==> config.mk <==
export PLATFORM = sky130hd
export DESIGN_NAME = info_request_initiator
export DESIGN_NICKNAME = d
export VERILOG_FILES = /design/src/rtl/info_request_initiator.sv
export SDC_FILE = /design/constraint.sdc
export NUM_CORES = 1
export LEC_CHECK = 0
export CAP_MARGIN = 20
export CORE_MARGIN = 4
export CORE_UTILIZATION = 50
export DETAILED_ROUTE_END_ITERATION = 8
export PLACE_DENSITY = 0.74
export SLEW_MARGIN = 25
export SYNTH_ARGS = -nofsm -noshare
export SYNTH_HDL_FRONTEND = slang
export SYNTH_SLANG_ARGS = --single-unit
==> constraint.sdc <==
create_clock -name clock -period 3.5 [get_ports clock]
set_input_delay 0.525 -clock clock [delete_from_list [all_inputs] [get_ports clock]]
set_output_delay 0.525 -clock clock [all_outputs]
set_load 0.05 [all_outputs]
==> src/rtl/info_request_initiator.sv <==
// Initiator side of the InformationController request/confirm handshake with timeout and retry.
// Define INFO_LOCKOUT_EN to add the consecutive-failure lockout (LOCKED state, reset-only exit).
module info_request_initiator #(
  parameter int REQ_CYCLES = 1,
  parameter int TIMEOUT    = 8,
  parameter int MAX_RETRY  = 2
`ifdef INFO_LOCKOUT_EN
  ,
  parameter int LOCK_LIMIT = 3
`endif
) (
  input  logic       clock,
  input  logic       reset,
  input  logic       start,
  input  logic [7:0] userIn,
  input  logic [7:0] passIn,
  input  logic       target,
  input  logic       writeRegP,
  input  logic       writeRegQ,
  output logic       request,
  output logic       confirm,
  output logic [7:0] user,
  output logic [7:0] password,
  output logic       busy,
  output logic       granted,
  output logic       denied,
  output logic       fault
);

  typedef enum logic [2:0] {
    S_IDLE   = 3'd0,
    S_REQ    = 3'd1,
    S_WAIT   = 3'd2,
    S_GAP    = 3'd3,
    S_DONE   = 3'd4,
    S_FAIL   = 3'd5
`ifdef INFO_LOCKOUT_EN
    ,
    S_LOCKED = 3'd6
`endif
  } state_t;

  localparam logic [3:0] REQ_LAST   = 4'(REQ_CYCLES - 1);
  localparam logic [7:0] TIMER_LAST = 8'(TIMEOUT - 1);
  localparam logic [2:0] RETRY_MAX  = 3'(MAX_RETRY);
`ifdef INFO_LOCKOUT_EN
  localparam logic [2:0] LOCK_AT    = 3'(LOCK_LIMIT);
`endif

  state_t     r_state, w_state_next;
  logic [3:0] r_req_cnt, w_req_cnt_next;
  logic [7:0] r_timer, w_timer_next;
  logic [2:0] r_retry, w_retry_next;
  logic [7:0] r_user_lat, w_user_lat_next;
  logic [7:0] r_pass_lat, w_pass_lat_next;
  logic       r_target, w_target_next;
  logic       r_fault, w_fault_next;
`ifdef INFO_LOCKOUT_EN
  logic [2:0] r_fail_cnt, w_fail_cnt_next;
`endif

  logic       r_request, r_confirm, r_busy, r_granted, r_denied;
  logic [7:0] r_user, r_pass;
  logic       w_request_next, w_confirm_next, w_busy_next, w_granted_next, w_denied_next;
  logic       w_cred_drive;
  logic [7:0] w_user_next, w_pass_next;

  logic w_strobe_ok, w_strobe_bad;

  // A wrong strobe counts as bad even when the expected one is also high.
  assign w_strobe_ok  = r_target ? writeRegQ : writeRegP;
  assign w_strobe_bad = r_target ? writeRegP : writeRegQ;

  // NOTE: every variable gets a default before the case so no latch is inferred.
  always_comb begin
    w_state_next    = r_state;
    w_req_cnt_next  = r_req_cnt;
    w_timer_next    = r_timer;
    w_retry_next    = r_retry;
    w_user_lat_next = r_user_lat;
    w_pass_lat_next = r_pass_lat;
    w_target_next   = r_target;
    w_fault_next    = r_fault;
`ifdef INFO_LOCKOUT_EN
    w_fail_cnt_next = r_fail_cnt;
`endif
    case (r_state)
      S_IDLE: begin
        if (start) begin
          w_user_lat_next = userIn;
          w_pass_lat_next = passIn;
          w_target_next   = target;
          w_retry_next    = 3'd0;
          w_fault_next    = 1'b0;
          w_req_cnt_next  = 4'd0;
          w_timer_next    = 8'd0;
          w_state_next    = S_REQ;
        end
      end
      S_REQ: begin
        if (r_req_cnt == REQ_LAST) begin
          w_req_cnt_next = 4'd0;
          w_timer_next   = 8'd0;
          w_state_next   = S_WAIT;
        end else begin
          w_req_cnt_next = r_req_cnt + 4'd1;
        end
      end
      S_WAIT: begin
        // Strobes are examined before the timer, so a strobe on the last cycle still wins.
        if (w_strobe_bad) begin
          w_fault_next = 1'b1;
          w_state_next = S_FAIL;
        end else if (w_strobe_ok) begin
          w_state_next = S_DONE;
        end else if (r_timer == TIMER_LAST) begin
          if (r_retry < RETRY_MAX) begin
            w_retry_next = r_retry + 3'd1;
            w_state_next = S_GAP;
          end else begin
            w_state_next = S_FAIL;
          end
        end else begin
          w_timer_next = r_timer + 8'd1;
        end
`ifdef INFO_LOCKOUT_EN
        if (w_state_next == S_FAIL && r_fail_cnt != 3'd7) w_fail_cnt_next = r_fail_cnt + 3'd1;
        if (w_state_next == S_DONE) w_fail_cnt_next = 3'd0;
`endif
      end
      S_GAP: begin
        w_timer_next = 8'd0;
        w_state_next = S_REQ;
      end
      S_DONE: w_state_next = S_IDLE;
      S_FAIL: begin
`ifdef INFO_LOCKOUT_EN
        w_state_next = (r_fail_cnt >= LOCK_AT) ? S_LOCKED : S_IDLE;
`else
        w_state_next = S_IDLE;
`endif
      end
`ifdef INFO_LOCKOUT_EN
      S_LOCKED: w_state_next = S_LOCKED;
`endif
      default: w_state_next = S_IDLE;
    endcase
  end

  // Outputs are decoded from the next state and registered alongside it.
  always_comb begin
    w_request_next = 1'b0;
    w_confirm_next = 1'b0;
    w_busy_next    = 1'b0;
    w_granted_next = 1'b0;
    w_denied_next  = 1'b0;
    w_cred_drive   = 1'b0;
    case (w_state_next)
      S_REQ: begin
        w_request_next = 1'b1;
        w_busy_next    = 1'b1;
        w_cred_drive   = 1'b1;
      end
      S_WAIT: begin
        w_request_next = 1'b1;
        w_confirm_next = 1'b1;
        w_busy_next    = 1'b1;
        w_cred_drive   = 1'b1;
      end
      S_GAP: begin
        w_busy_next  = 1'b1;
        w_cred_drive = 1'b1;
      end
      S_DONE: begin
        w_granted_next = 1'b1;
        w_busy_next    = 1'b1;
        w_cred_drive   = 1'b1;
      end
      S_FAIL: begin
        w_denied_next = 1'b1;
        w_busy_next   = 1'b1;
        w_cred_drive  = 1'b1;
      end
`ifdef INFO_LOCKOUT_EN
      S_LOCKED: w_busy_next = 1'b1;
`endif
      default: ;
    endcase
    w_user_next = w_cred_drive ? w_user_lat_next : 8'h00;
    w_pass_next = w_cred_drive ? w_pass_lat_next : 8'h00;
  end

  // NOTE: sequential state uses non-blocking assignments; reset is sampled on the clock edge.
  always_ff @(posedge clock) begin
    if (reset) begin
      r_state    <= S_IDLE;
      r_req_cnt  <= 4'd0;
      r_timer    <= 8'd0;
      r_retry    <= 3'd0;
      r_user_lat <= 8'h00;
      r_pass_lat <= 8'h00;
      r_target   <= 1'b0;
      r_fault    <= 1'b0;
      r_request  <= 1'b0;
      r_confirm  <= 1'b0;
      r_busy     <= 1'b0;
      r_granted  <= 1'b0;
      r_denied   <= 1'b0;
      r_user     <= 8'h00;
      r_pass     <= 8'h00;
`ifdef INFO_LOCKOUT_EN
      r_fail_cnt <= 3'd0;
`endif
    end else begin
      r_state    <= w_state_next;
      r_req_cnt  <= w_req_cnt_next;
      r_timer    <= w_timer_next;
      r_retry    <= w_retry_next;
      r_user_lat <= w_user_lat_next;
      r_pass_lat <= w_pass_lat_next;
      r_target   <= w_target_next;
      r_fault    <= w_fault_next;
      r_request  <= w_request_next;
      r_confirm  <= w_confirm_next;
      r_busy     <= w_busy_next;
      r_granted  <= w_granted_next;
      r_denied   <= w_denied_next;
      r_user     <= w_user_next;
      r_pass     <= w_pass_next;
`ifdef INFO_LOCKOUT_EN
      r_fail_cnt <= w_fail_cnt_next;
`endif
    end
  end

  assign request  = r_request;
  assign confirm  = r_confirm;
  assign user     = r_user;
  assign password = r_pass;
  assign busy     = r_busy;
  assign granted  = r_granted;
  assign denied   = r_denied;
  assign fault    = r_fault;

endmodule

==> impl_results.md <==
- Status: finished, final reports clean
- Slew @ Worst Pin: 0.858 ns
- Remaining DRCs: 0
- Routed WL per cell: 13.4 um
- Via-per-instance ratio: 5.17
- Commonest cells after routing, fill and taps aside: dfxtp_1 (57), nand2_1 (46), clkdlybuf4s50_1 (43), a21oi_1 (27), and2_1 (20)
- Pins over their slew limit: 0
- I/O Buffers: 43
- Post-CTS Hold Buffers: 0
- IO Pins: 44
- Number of setup buffers added after CTS: 0
- Area grow syn2layout: 28.6%
- #FFs+latches synth: 57
- Vias: 1,794
- Die width: 74.9 um
- R2r setup slk: 1.53 ns
- Number of synthesized flops with an enable pin: 0
- Routed wire length: 4.67 mm
- Clock Tree Root: clkbuf_8
- Finished Layout Cells: 347
- Wire length of the first global-routing pass: 7.35 mm
- Clk sink count: 57
- Clk slew on worst S/H paths: 0.06 ns
- Final worst path period share: 0.626
- Critical Path Start Type: input pin
- Hold path depth: 2
- Most common cell after layout, fill and taps aside: dfxtp_1
- Mapped Area: 0.00223 mm2
- Pint: 0.00113 W
- Register area share after synthesis: 0.511
- Crit path from: start
- Initial antenna violation count: 0
- Syn nets: 273
- Critical Path Sink: user[2]
- Fin Setup TNS: 0 ns
- Dpl cell area: 0.00268 mm2
- Design Power: 0.00153 W
- Syn_area_per_cell: 9.05 um2
- Critical Path End Type: flop
- Gr ovfl total: 0
- Synth unique cells: 46
- Crit path DAT: 2.46 ns
- Largest net degree at the start of global routing: 19
- Final ANT Viol Nets: 0
- Row count: 24
- Clk_skew: 0.00484 ns
- Ranking of synthesized cells by area: dfxtp_1 (51%), nand2_1 (7.7%), a21oi_1 (6.0%)
- Hold Path Class: flop to flop
- Sequential share of power: 0.458
- PwrDens: 531 mW/mm2
- Fin crit period: 2.19 ns
- Clock power frac: 0.392
- Tot GR Track Use: 0.175
- CTS tree: yes
- Placer Congestion: 0.854
- FFs w/ async S/R, synth: 0
- FF-to-FF Start: r_req_cnt[0]
- Core Footprint: 0.00435 mm2
- RSZ-0062 raised after global routing: false
- Switching Power: 0.000394 W
- Drt first-iter violations: 93
- Worst-skew pair later-pin latency: 0.32 ns
- Final Cell Area: 0.00287 mm2
- Drt pass-1 iters: 6
- Net switching share of the total power: 0.258
- Die area: 0.00560 mm2
- Max Clock Freq: 457 MHz
- Layout fillers: 365
- Final hold viol count: 0
- Ys Warns: 0
- R2R cell count: 7
- Crit Path Category: input pin to flop
- Synth Instances: 247
- Peak VDD IR: 0.256 mV
- Top-area cell type share of the netlist area: 0.511
- CP required: 3.77 ns
- Max-slew headroom: 0.426
- Inst Count DP: 332
- Area leader, netlist: dfxtp_1
- Starting Density: 0.513
- HPWL Detailed: 3.28 mm
- Htree depth: 3
- Leakage: 1.07 nW
- Die Ht: 74.9 um
- Layout net count: 317
- Num CTS Buffers: 9
- Share of layout cells above drive strength 1: 0.0915
- Max-cap violation count: 0
- # resized after CTS: 0
- Main synth FF type: dfxtp_1
- Vias in the first global route: 1,612
- Clock buffer depth: 2
- Power share of the combinational group: 0.150
- # diodes: 0
- Reg2reg end: r_timer[5]
- Crit-path max FO: 18
- Setup-failing EPs final: 0
-- cell type report --
| type | instances | area [um2] | area share |
|---|---|---|---|
| clock inverters | 3 | 40.0 | 0.0139 |
| well taps | 52 | 65.1 | 0.0226 |
| flip-flops and latches | 57 | 1140 | 0.397 |
| clock buffers | 12 | 155 | 0.0540 |
| repair buffers | 45 | 445 | 0.155 |
| inverters | 7 | 26.3 | 0.00914 |
| multi-input cells | 171 | 1000 | 0.348 |
-- sequential cells by signal (all words and copies together) (netlist names) --
register and count:
password 8, r_pass_lat 8, r_timer 8, r_user_lat 8, user 8, r_req_cnt 4, r_retry 3, r_state 3
busy 1, confirm 1, denied 1, fault 1, granted 1, r_target 1, request 1
-- worst min path at each step --
stage / from / endpoint
3_3_place_gp: r_pass_lat[0] / r_pass_lat[0]
2_1_floorplan: r_pass_lat[0] / r_pass_lat[0]
6_report: r_user_lat[3] / r_user_lat[3]
5_1_grt: r_pass_lat[3] / r_pass_lat[3]
3_5_place_dp: r_pass_lat[2] / r_pass_lat[2]
4_1_cts: r_pass_lat[2] / r_pass_lat[2]
-- cells by family (layout without fill, tap and decap cells) --
group           after synthesis  in the layout  synth area share
buf+inv                      19             67            0.0414
xor+xnor                      3              3            0.0118
simple gates                116            116             0.269
compound gates               47             47             0.139
fa+ha+maj                     4              4            0.0224
mux                           1              1           0.00504
flops                        57             57             0.511
-- power groups by stage --
stage | clock, W | combinational (W) | sequential, W
after global routing | 0.000644 | 0.000247 | 0.000702
final | 0.000599 | 0.000229 | 0.000699
after global placement | 0 | 0.000227 | 0.000712
after CTS | 0.000609 | 0.000230 | 0.000699
after detailed placement | 0 | 0.000229 | 0.000713
after floorplan | 0 | 0.000104 | 0.000763
-- synthesized netlist by cell type, types with 2 or more instances --
| master | instances |
|---|---|
| nand3_1 | 3 |
| nor2_1 | 12 |
| nand2_1 | 46 |
| xor2_1 | 2 |
| ha_1 | 4 |
| nor3b_2 | 2 |
| dfxtp_1 | 57 |
| inv_1 | 7 |
| a41oi_1 | 2 |
| o21ai_1 | 3 |
| o21a_1 | 4 |
| nand4_1 | 3 |
| nor2b_1 | 3 |
| nor3_1 | 9 |
| buf_4 | 3 |
| buf_2 | 2 |
| and2_1 | 20 |
| a21oi_1 | 27 |
| clkbuf_1 | 5 |
| or3_1 | 6 |
| nor3b_1 | 2 |
-- layer usage --
metal	up-vias	part of all wire	GRT usage	routed length, um
met2	38	0.46	0.267	2140
li1	930	-	-	-
met4	0	0.013	0.101	62
met1	820	0.48	0.226	2250
met3	6	0.047	0.0427	219
met5	-	0	0	0
-- critical path: stages --
cell             delay, ns
clkdlybuf4s50_1       0.50
nor3b_1               0.32
and2_1                0.62
nand2_1               0.13
a21oi_1               0.19
and2_1                0.15
-- per-stage QoR --
step,utilization,setup WS [ns],hold slack [ns]
3_3_place_gp,0.615,1.04,0.440
6_report,0.660,1.31,0.456
4_1_cts,0.660,1.30,0.458
3_5_place_dp,0.615,0.962,0.449
2_1_floorplan,-,1.77,0.434
5_1_grt,0.660,1.05,0.487
Power figures use the tool's default switching activity.
